<file path="config.mk">
export PLATFORM = sky130hd
export DESIGN_NAME = sd_req_arb
export DESIGN_NICKNAME = d
export VERILOG_FILES = /design/src/rtl/sd_arb_pkg.sv /design/src/rtl/sd_arb_chan.sv /design/src/rtl/sd_req_arb.sv
export SDC_FILE = /design/constraint.sdc
export NUM_CORES = 1
export LEC_CHECK = 0
export CAP_MARGIN = 20
export CORE_MARGIN = 8
export CORE_UTILIZATION = 35
export CTS_CLUSTER_DIAMETER = 200
export CTS_CLUSTER_SIZE = 24
export DETAILED_ROUTE_END_ITERATION = 8
export PLACE_DENSITY = 0.78
export SYNTH_ARGS = -nofsm -noshare
export SYNTH_HDL_FRONTEND = slang
export SYNTH_SLANG_ARGS = --single-unit
</file>
<file path="constraint.sdc">
create_clock -name CLK -period 1.6 [get_ports CLK]
set_input_delay 0.32 -clock CLK [delete_from_list [all_inputs] [get_ports CLK]]
set_output_delay 0.32 -clock CLK [all_outputs]
set_load 0.1 [all_outputs]
</file>
<file path="src/rtl/sd_arb_pkg.sv">
// sd_arb_pkg: shared types and constants for the SD request arbiter.
//   arb_state_t  per-channel FSM state
//   OWNER_A/B    requester identity (A = floppy controller, B = SD controller)
//   OP_RD/OP_WR  latched operation
//   pick_winner  round-robin choice between two simultaneous requesters
package sd_arb_pkg;

    typedef enum logic [1:0] {
        IDLE = 2'd0,
        REQ  = 2'd1,
        XFER = 2'd2,
        REL  = 2'd3
    } arb_state_t;

    localparam logic OWNER_A = 1'b0;
    localparam logic OWNER_B = 1'b1;

    localparam logic OP_RD = 1'b0;
    localparam logic OP_WR = 1'b1;

    // On a tie the requester that was not served last wins.
    function automatic logic pick_winner(input logic req_a,
                                         input logic req_b,
                                         input logic last_served);
        if (req_a && req_b) begin
            return ~last_served;
        end
        return req_b ? OWNER_B : OWNER_A;
    endfunction

endpackage

</file>
<file path="src/rtl/sd_arb_chan.sv">
// sd_arb_chan: one hps_io drive channel shared between requesters A and B.
// Ports:
//   CLK, RESET                 clock, synchronous active-high reset
//   a_lba/a_rd/a_wr/a_buff_din requester A request side; a_ack routed back
//   b_lba/b_rd/b_wr/b_buff_din requester B request side; b_ack routed back
//   sd_lba/sd_rd/sd_wr         latched request towards hps_io
//   sd_ack                     hps_io acknowledge
//   sd_buff_din                owner's sector buffer read data towards hps_io
//
// state | meaning
// IDLE  | no owner; accepts a request once sd_ack is low
// REQ   | strobe asserted with latched op/lba, waiting for sd_ack to rise
// XFER  | sector transfer in progress, waiting for sd_ack to fall
// REL   | one quiet cycle so the owner can drop its level request
module sd_arb_chan
    import sd_arb_pkg::*;
#(
    parameter int LBA_W = 32
) (
    input  logic             CLK,
    input  logic             RESET,
    input  logic [LBA_W-1:0] a_lba,
    input  logic             a_rd,
    input  logic             a_wr,
    output logic             a_ack,
    input  logic [7:0]       a_buff_din,
    input  logic [LBA_W-1:0] b_lba,
    input  logic             b_rd,
    input  logic             b_wr,
    output logic             b_ack,
    input  logic [7:0]       b_buff_din,
    output logic [LBA_W-1:0] sd_lba,
    output logic             sd_rd,
    output logic             sd_wr,
    input  logic             sd_ack,
    output logic [7:0]       sd_buff_din
);

    arb_state_t       state;
    logic             owner;
    logic             op;
    logic             last_served;
    logic [LBA_W-1:0] lba_q;

    logic             req_a;
    logic             req_b;
    logic             winner;
    logic             win_rd;
    logic [LBA_W-1:0] win_lba;
    logic             ack_live;

    always_comb begin
        req_a   = a_rd | a_wr;
        req_b   = b_rd | b_wr;
        winner  = pick_winner(req_a, req_b, last_served);
        win_rd  = (winner == OWNER_B) ? b_rd  : a_rd;
        win_lba = (winner == OWNER_B) ? b_lba : a_lba;
    end

    always_ff @(posedge CLK) begin
        if (RESET) begin
            state       <= IDLE;
            owner       <= OWNER_A;
            op          <= OP_RD;
            last_served <= OWNER_B;
            lba_q       <= '0;
        end else begin
            case (state)
                IDLE: begin
                    // A still-high sd_ack (e.g. reset mid-transfer) blocks acceptance.
                    if ((req_a || req_b) && !sd_ack) begin
                        owner       <= winner;
                        last_served <= winner;
                        // rd has priority; a concurrent wr stays pending for a later round.
                        op          <= win_rd ? OP_RD : OP_WR;
                        lba_q       <= win_lba;
                        state       <= REQ;
                    end
                end
                REQ: begin
                    if (sd_ack) begin
                        state <= XFER;
                    end
                end
                XFER: begin
                    if (!sd_ack) begin
                        state <= REL;
                    end
                end
                REL: begin
                    state <= IDLE;
                end
                default: begin
                    state <= IDLE;
                end
            endcase
        end
    end

    // Strobes decode directly from the state register, so they drop on the
    // same edge that moves REQ -> XFER.
    assign sd_rd  = (state == REQ) && (op == OP_RD);
    assign sd_wr  = (state == REQ) && (op == OP_WR);
    assign sd_lba = lba_q;

    assign ack_live = ((state == REQ) || (state == XFER)) && sd_ack;
    assign a_ack    = ack_live && (owner == OWNER_A);
    assign b_ack    = ack_live && (owner == OWNER_B);

    assign sd_buff_din = (owner == OWNER_B) ? b_buff_din : a_buff_din;

endmodule

</file>
<file path="src/rtl/sd_req_arb.sv">
// sd_req_arb: shares the hps_io block-device channels between the floppy
// controller (A) and the SD controller (B). Each drive channel is arbitrated
// independently by its own sd_arb_chan.
// Ports:
//   CLK, RESET                          clock, synchronous active-high reset
//   a_lba/a_rd/a_wr/a_ack/a_buff_din    requester A, one slot per drive
//   b_lba/b_rd/b_wr/b_ack/b_buff_din    requester B, one slot per drive
//   sd_lba/sd_rd/sd_wr/sd_ack/sd_buff_din  hps_io side, one slot per drive
module sd_req_arb
    import sd_arb_pkg::*;
#(
    parameter int NUM_DRV = 2,
    parameter int LBA_W   = 32
) (
    input  logic                          CLK,
    input  logic                          RESET,
    input  logic [NUM_DRV-1:0][LBA_W-1:0] a_lba,
    input  logic [NUM_DRV-1:0]            a_rd,
    input  logic [NUM_DRV-1:0]            a_wr,
    output logic [NUM_DRV-1:0]            a_ack,
    input  logic [NUM_DRV-1:0][7:0]       a_buff_din,
    input  logic [NUM_DRV-1:0][LBA_W-1:0] b_lba,
    input  logic [NUM_DRV-1:0]            b_rd,
    input  logic [NUM_DRV-1:0]            b_wr,
    output logic [NUM_DRV-1:0]            b_ack,
    input  logic [NUM_DRV-1:0][7:0]       b_buff_din,
    output logic [NUM_DRV-1:0][LBA_W-1:0] sd_lba,
    output logic [NUM_DRV-1:0]            sd_rd,
    output logic [NUM_DRV-1:0]            sd_wr,
    input  logic [NUM_DRV-1:0]            sd_ack,
    output logic [NUM_DRV-1:0][7:0]       sd_buff_din
);

    for (genvar d = 0; d < NUM_DRV; d++) begin : g_chan
        sd_arb_chan #(
            .LBA_W (LBA_W)
        ) u_chan (
            .CLK         (CLK),
            .RESET       (RESET),
            .a_lba       (a_lba[d]),
            .a_rd        (a_rd[d]),
            .a_wr        (a_wr[d]),
            .a_ack       (a_ack[d]),
            .a_buff_din  (a_buff_din[d]),
            .b_lba       (b_lba[d]),
            .b_rd        (b_rd[d]),
            .b_wr        (b_wr[d]),
            .b_ack       (b_ack[d]),
            .b_buff_din  (b_buff_din[d]),
            .sd_lba      (sd_lba[d]),
            .sd_rd       (sd_rd[d]),
            .sd_wr       (sd_wr[d]),
            .sd_ack      (sd_ack[d]),
            .sd_buff_din (sd_buff_din[d])
        );
    end

endmodule

</file>
==> results.ini <==
[clock_tree]
cts_sinks=74
hold_buffers=0
clockRootBuffer=clkbuf_16
ctsLongestPathBuffers=2
cts_tree=yes
cts_buffers=9
cts-htree-levels=3
clk_pin_slew_ns=0.06
clk_latency_ns=0.34

[logic_synthesis]
yosysSeqAreaShare_pct=32.77
synthFlopType=dfxtp_1
yosysTopAreaCell=dfxtp_1
postSynthAreaPerCell_sq_um=9.283
postSynthCellCount=487
ys_ff_latch=74
synth_most_common_cell=dfxtp_1
synthArstFlopShare_pct=0
yosys-top-cells-count=dfxtp_1, a21oi_1, a311oi_2, o21ai_0, clkbuf_1
ys_types=34
synthesis.area_sq_um=4521
synth_warnings=0
syn_nets=667
yosysTopAreaCellShare_pct=32.77
synth-edff-count=0
synthTopCellsByArea=dfxtp_1, a311oi_2, a21oi_1, o21ai_0, nand3b_1

[power]
swShare_pct=50.30
powerDensity_nw_per_um2=1788
p_leak_nw=3.419
p_clk_share_pct=12.2
p_total_mw=16.55
combPwrFrac_pct=69.4
seq_power_share_pct=18.4
p_switching_mw=8.327
ir_drop_mv=1.204
internal-power_mw=8.227

[cells_and_area]
diodes=0
syn_to_final_growth_pct=104.8
utilization_pct=73.36
drive_above_1_share_pct=39.45
nNetsFinal=938
fin_cells=935
fill_cells=857
register_area_sq_um=1494
multi_input_area_sq_um=2983

[worst_setup_path]
crit_fanout=3
path_cells=inv_2 > ha_4 > and3_1 > buf_12
rr_startpoint=g_chan[1].u_chan.state[0]
critical_path.endpoint_type=output port
timing.rr.end=g_chan[1].u_chan.last_served
cp.arrival_ns=1.41
r2r_cells=6
crit_slowest_cell=dfxtp_2
required_ns=1.28
path_class=reg -> out
worstSetupStartpointType=flop
ff2ff_setup_slack_ns=0
slowest_delay_ns=0.33

[timing]
setup_viol=25
worst_pin_slew_ns=0.5884
slew_viol_final=0
fin_crit_ns=1.730
hold_violations=0
grt_setup_unrepaired=yes
final.setup.worst_slack_ns=-0.1297
period_share_pct=108.1
fmax_mhz=578.1
slew_headroom_pct=60.77
fin_skew_ns=0.006533

[routing]
vias=5229
ant_nets=0
wirelength_um=20590
drt_iter0_drc=326
drt_first_pass_iters=5
routedWlPerCell_um=22.02
drc_errors=0
viasPerCell=5.593

[die]
core_area_sq_um=12620
die_w_um=129.7
dieArea_sq_um=16810
std_cell_rows=41
ios=260
start_util_pct=35.82
die-height_um=129.7

[worst_hold_path]
hp-start=RESET
hold_depth=2
holdPathEnd=g_chan[1].u_chan.op
hold_class=in -> reg

[placed_design]
dp_hpwl_um=14230
post-place-ws_ns=-0.4948
numPortBuffers=259
gp_congestion=0.8338
dp_cells=889

[global_route]
grtUsageMet1_pct=24.44
grt_pass1_vias=5599
grt_first_pass_wirelength_um=30790
grt_overflow=0
antenna_found_initial=0
grt_max_degree=55
grt.busiest_layer=met2
grt.total_usage_pct=23.50
grt.met2_usage_pct=43.06
met3_usage_pct=6.122

[job]
cap_violations=0

[outcome]
outcome=finished, violations left
violations=setup timing

[sequential cells by signal (all words and copies together), names as in the netlist]
name and cells:
g_chan.u_chan.state 4, g_chan.u_chan.sd_lba 64, g_chan.u_chan.owner 2, g_chan.u_chan.op 2, g_chan.u_chan.last_served 2
[cell type report]
| cell class | count | area share, % |
|---|---|---|
| clock buffers | 9 | 2.433 |
| repair buffers | 323 | 45.93 |
| inverters | 4 | 0.2162 |
| multi-input cells | 346 | 32.22 |
| well taps | 172 | 2.325 |
| flip-flops and latches | 74 | 16.14 |
| clock inverters | 7 | 0.7433 |
[worst max path at each step]
stage / to / slack, ns / depth (start not counted) / from
after floorplan: g_chan[0].u_chan.sd_lba[10] / -0.02 / 6 / b_wr[0]
after global placement: g_chan[1].u_chan.sd_lba[22] / -0.43 / 4 / a_rd[1]
after detailed placement: g_chan[0].u_chan.state[0] / -0.49 / 5 / b_wr[0]
after CTS: a_ack[1] / -0.21 / 6 / g_chan[1].u_chan.state[1]
after global routing: b_ack[1] / -0.17 / 4 / g_chan[1].u_chan.state[0]
final: b_ack[1] / -0.13 / 4 / g_chan[1].u_chan.state[0]
[routing by layer]
layer	vias to the layer above	routed length, um	part of all wire, %
li1	2402	-	-
met1	2539	7654	37
met2	240	10630	52
met3	48	1636	7.9
met4	0	665	3.2
met5	-	0	0
[what timing repair did]
| action | 4_1_cts | 5_1_grt |
|---|---|---|
| pin swaps | 10 | 8 |
| endpoints found under the setup margin | 95 | 82 |
| gates cloned | 8 | 0 |
| setup buffers | 17 | 8 |
| gates resized for setup | 92 | 10 |
[placed cells by master, fill, tap and decap left out, types with 3 or more instances in the layout]
| master | count |
|---|---|
| nor2b_4 | 3 |
| mux2_4 | 16 |
| clkbuf_16 | 9 |
| nor2_1 | 3 |
| a311oi_2 | 59 |
| nand2b_1 | 7 |
| a21boi_0 | 3 |
| dfxtp_2 | 4 |
| o21ai_1 | 5 |
| a311oi_1 | 6 |
| mux2i_1 | 4 |
| buf_12 | 105 |
| buf_4 | 38 |
| dfxtp_1 | 68 |
| nand3_1 | 32 |
| and2_4 | 9 |
| dlygate4sd2_1 | 8 |
| a21oi_1 | 54 |
| clkdlybuf4s50_1 | 161 |
| a21oi_2 | 11 |
| nand3b_1 | 33 |
| clkinv_2 | 3 |
| buf_6 | 6 |
| ha_4 | 4 |
| o21ai_0 | 59 |
| ha_1 | 4 |
[power groups by stage]
stage	Sequential [mW]	Combinational, mW	Clock, mW
floorplan	6.06	3.54	0
global placement	3.02	10.2	0
detailed placement	3.05	10.4	0
CTS	3.04	11.3	2.05
global route	3.11	11.9	2.13
finish	3.05	11.5	2.02
[critical path, delay by kind of cell (launching register included)]
kind	cells	cell delay, ns
adders and majority gates	1	0.29
buffers and inverters	2	0.25
DFF	1	0.33
and+or+nand+nor	1	0.20
[metrics by stage]
step           setup TNS, ns  hold slack, ns  instance area [sq um]
2_1_floorplan         -1.263          0.4680                   4546
3_3_place_gp          -26.87          0.4775                   8299
3_5_place_dp          -29.78          0.5152                   8299
4_1_cts               -1.370          0.5135                   9166
5_1_grt               -2.808          0.5685                   9258
6_report             -0.9421          0.5182                   9258
[logic make-up after synthesis]
logic type               synth area share, %
AO/OA/AOI/OAI                          38.39
AND/OR/NAND/NOR                        13.17
flip-flops                             32.77
buffers and inverters                  8.082
multiplexers                           5.369
adder cells (fa/ha/maj)                2.214
Note: power is estimated with default switching activity, not from simulation.
